File: src/rtl/fp_round_pack.sv
// fp_round_pack: half-up rounding with exponent carry/saturation, packed into a small valid/ready output queue
module fp_round_pack #(
  parameter int DEPTH = 2,
  parameter int SAT_W = 8
) (
  input  logic             clk,
  input  logic             rst_n,
  input  logic             in_valid,
  output logic             in_ready,
  input  logic             in_sign,
  input  logic [2:0]       in_exp,
  input  logic [3:0]       in_frac,
  input  logic             in_fifth,
  output logic             out_valid,
  input  logic             out_ready,
  output logic [7:0]       out_fp,
  output logic [SAT_W-1:0] sat_cnt,
  input  logic             sat_clr
);
  localparam int PW = DEPTH > 1 ? $clog2(DEPTH) : 1;
  localparam int CW = $clog2(DEPTH + 1);
  logic [7:0]    mem [DEPTH];
  logic [PW-1:0] wr, rd;
  logic [CW-1:0] count;
  logic [4:0]    s;
  logic [7:0]    packed_fp;
  logic          clamp, push, pop;
  always_comb begin
    s = {1'b0, in_frac} + {4'b0, in_fifth};
    clamp = s[4] && (in_exp == 3'd7);
    packed_fp = !s[4] ? {in_sign, in_exp, s[3:0]} :
                clamp ? {in_sign, 7'h7f} : {in_sign, in_exp + 3'd1, 4'b1000};
  end
  assign in_ready  = count != CW'(DEPTH);
  assign out_valid = count != '0;
  assign out_fp    = out_valid ? mem[rd] : 8'h00;
  assign push      = in_valid && in_ready;
  assign pop       = out_valid && out_ready;
  always_ff @(posedge clk or negedge rst_n)
    if (!rst_n) begin
      wr      <= '0;
      rd      <= '0;
      count   <= '0;
      sat_cnt <= '0;
      for (int i = 0; i < DEPTH; i++) mem[i] <= 8'h00;
    end else begin
      if (push) begin
        mem[wr] <= packed_fp;
        wr      <= wr == PW'(DEPTH - 1) ? '0 : wr + 1'b1;
      end
      if (pop) rd <= rd == PW'(DEPTH - 1) ? '0 : rd + 1'b1;
      count   <= count + CW'(push) - CW'(pop);
      sat_cnt <= sat_clr ? '0 : (push && clamp && sat_cnt != '1) ? sat_cnt + 1'b1 : sat_cnt;
    end
endmodule

File: config.mk
export PLATFORM = sky130hd
export DESIGN_NAME = fp_round_pack
export DESIGN_NICKNAME = d
export VERILOG_FILES = /design/src/rtl/fp_round_pack.sv
export SDC_FILE = /design/constraint.sdc
export NUM_CORES = 1
export LEC_CHECK = 0
export ABC_AREA = 1
export CORE_MARGIN = 2
export CORE_UTILIZATION = 40
export DETAILED_ROUTE_END_ITERATION = 8
export GPL_ROUTABILITY_DRIVEN = 1
export SETUP_SLACK_MARGIN = 0.2
export SYNTH_ARGS = -nofsm -noshare
export SYNTH_HDL_FRONTEND = slang
export SYNTH_SLANG_ARGS = --single-unit
export TNS_END_PERCENT = 5
File: constraint.sdc
create_clock -name clk -period 3.8 [get_ports clk]
set_input_delay 0.57 -clock clk [delete_from_list [all_inputs] [get_ports clk]]
set_output_delay 0.57 -clock clk [all_outputs]
set_load 0.02 [all_outputs]
==> metrics.md <==
| Metric | Value |
|---|---|
| Max Buffers Root-to-Sink | 2 |
| Avg WL per Cell | 11.5 µm |
| CTS tree | yes |
| Final ANT Viol Nets | 0 |
| Top Ports | 32 |
| Critical Path, Cell by Cell | o21ai_0 > a21oi_1 > clkdlybuf4s50_1 |
| YS warnings | 0 |
| Final Setup Violations | 0 |
| Mapped Area | 0.00160 mm² |
| Num CTS Buffers | 3 |
| MaxCap Viol Count | 0 |
| Crit Path Class | flip-flop to primary output |
| Worst skew pair latency | 0.28 ns |
| Slew headroom | 0.682 |
| Die Span X | 67.2 µm |
| Path depth of the worst reg2reg path | 8 |
| Number of setup buffers added after CTS | 0 |
| Vias in the first global route | 1172 |
| Post-synthesis cell type count | 20 |
| Starting density of the core | 0.427 |
| CTS sink cnt | 28 |
| Die height | 67.2 µm |
| Pwr per Cell Area | 638 mW/mm² |
| Final nets | 265 |
| Post-Syn Instances | 210 |
| Core area | 0.00374 mm² |
| Skew final | 0.0121 ns |
| N_diodes | 0 |
| Global placer's final weighted congestion | 0.868 |
| DRT Wirelength | 3.33 mm |
| Final Cycle Share | 0.635 |
| Tightest Pin Transition | 0.477 ns |
| Critical Path RT | 3.23 ns |
| Clk root buf | clkbuf_8 |
| Row count | 22 |
| Slowest-stage cell, CP | dfrtp_1 |
| Most common cell after layout, fill and taps aside | nand2_1 |
| Crit path time final | 2.41 ns |
| Commonest cells after routing, fill and taps aside | 68 x nand2_1, 31 x clkdlybuf4s50_1, 28 x dfrtp_1 |
| Max-slew violations | 0 |
| Sw frac | 0.402 |
| Lkg Pwr | 0.000963 µW |
| Setup TNS | 0 ns |
| Antenna violations before repair | 0 |
| Hold_buf cts | 0 |
| Hold depth | 2 |
| # port buffers | 31 |
| CP Max Fanout | 17 |
| Iteration-0 DRC Markers | 90 |
| Register clock-pin slew on the reported worst setup and hold paths | 0.08 ns |
| Crit. End Element | primary output |
| DRC violations left | 0 |
| FMAX | 0.414 GHz |
| Hpwl dp | 2.48 mm |
| Vias | 1357 |
| Flops & latches, synth | 28 |
| Worst vdd ir | 0.000419 V |
| Max stage delay on crit path | 0.64 ns |
| Setup crit start kind | flip-flop |
| # fillers | 387 |
| Largest net degree at the start of global routing | 29 |
| Total GRT Usage | 0.162 |
| Post-cts resize count | 0 |
| P_sw | 517 µW |
| Pre-antenna DRT Iters | 5 |
| Syn Area/Cell | 7.61 µm² |
| RSZ-0062 raised after global routing | false |
| Internal power | 768 µW |
| GR Overflow Total | 0 |
| Overall power | 1290 µW |
| Critical Path AT | 1.84 ns |
| Syn_nets | 231 |
| Register area share after synthesis | 0.438 |
| Routed vias/inst | 4.66 |
| H-tree levels | 1 |
| Clock power frac | 0.143 |
| Status | complete, no violations |
| Area growth from synthesis to layout | 26.0% |
| Hold Vio Cnt, Final | 0 |
| Die area | 0.00452 mm² |
| Comb pwr share | 0.485 |
| First-pass GRT wire length | 5.49 mm |
| Min-Delay Path Class | flip-flop to flip-flop |
| Reg power frac | 0.372 |
| Share of post-route cells with drive strength above 1 | 0.0700 |
[path summary, 6_finish.rpt]
| check | from | end | slack, ns |
|---|---|---|---|
| hold / removal | mem[15] | mem[15] | 0.48 |
| setup reg to reg | sat_cnt[1] | sat_cnt[0] | 2.35 |
| setup / recovery | rd | out_fp[2] | 1.39 |
| max in group asynchronous | rst_n | rd | 2.86 |
| min in group asynchronous | rst_n | sat_cnt[0] | 0.66 |
| hold reg to reg | mem[15] | mem[15] | 0.48 |
[metrics by stage]
stage / instances / util / worst slack (ns) / cell area, µm² / hold WS (ns)
2_1_floorplan: 210 / - / 2.08 / 1600 / 0.274
3_3_place_gp: 287 / 0.523 / 1.55 / 1960 / 0.453
3_5_place_dp: 287 / 0.523 / 1.54 / 1960 / 0.458
4_1_cts: 291 / 0.538 / 1.37 / 2010 / 0.479
5_1_grt: 291 / 0.538 / 1.25 / 2010 / 0.493
6_report: 291 / 0.538 / 1.39 / 2010 / 0.478
[cell type report]
cell class / instances / area (µm²) / area share
clock buffer: 4 / 55.1 / 0.0273
inverter: 26 / 97.6 / 0.0484
multi-input combinational: 153 / 783 / 0.389
sequential: 28 / 701 / 0.348
tap: 48 / 60.1 / 0.0298
timing repair buffer: 32 / 318 / 0.158
[sequential cells by signal (all words and copies together) (netlist names)]
name     cells
mem         16
sat_cnt      8
count        2
rd           1
wr           1
[power groups by stage]
stage,Sequential [µW],Clock (µW),Combinational (µW)
floorplan,455,0,399
global placement,481,0,627
detailed placement,482,0,631
CTS,477,193,637
global route,491,203,684
finish,479,184,623
[cell usage after synthesis, drive strengths merged]
master  number  area (µm²)
dfrtp       28         701
nor2        23         109
ha           7        87.6
inv         26        97.6
nor3         1        5.00
a21oi       10        50.1
xor2         1        8.76
o21ai       26         134
nand3       10        75.1
buf          3        17.5
nand2       73         297
xnor2        2        17.5
[metal layers]
metal / GRT usage / share of wire / up-vias
met5: 0 / 0 / -
met4: 0.0306 / 0.0057 / 0
met3: 0.0417 / 0.046 / 2
met2: 0.245 / 0.44 / 32
met1: 0.234 / 0.51 / 597
li1: - / - / 726
[logic make-up (layout without fill, tap and decap cells)]
logic type | after synthesis | count (layout) | share of synthesized area
AOI/OAI and AO/OA | 36 | 36 | 0.115
xor gates and xnor gates | 3 | 3 | 0.0164
adders and majority gates | 7 | 7 | 0.0548
buffers and inverters | 29 | 62 | 0.0720
DFF | 28 | 28 | 0.438
and+or+nand+nor | 107 | 107 | 0.304
[worst max-delay path: cells and delay by family (launching register included)]
family / cells / cell delay (ns)
AOI/OAI and AO/OA: 2 / 0.31
buffers and inverters: 1 / 0.62
DFF: 1 / 0.64
Note: power is estimated with default switching activity, not from simulation.
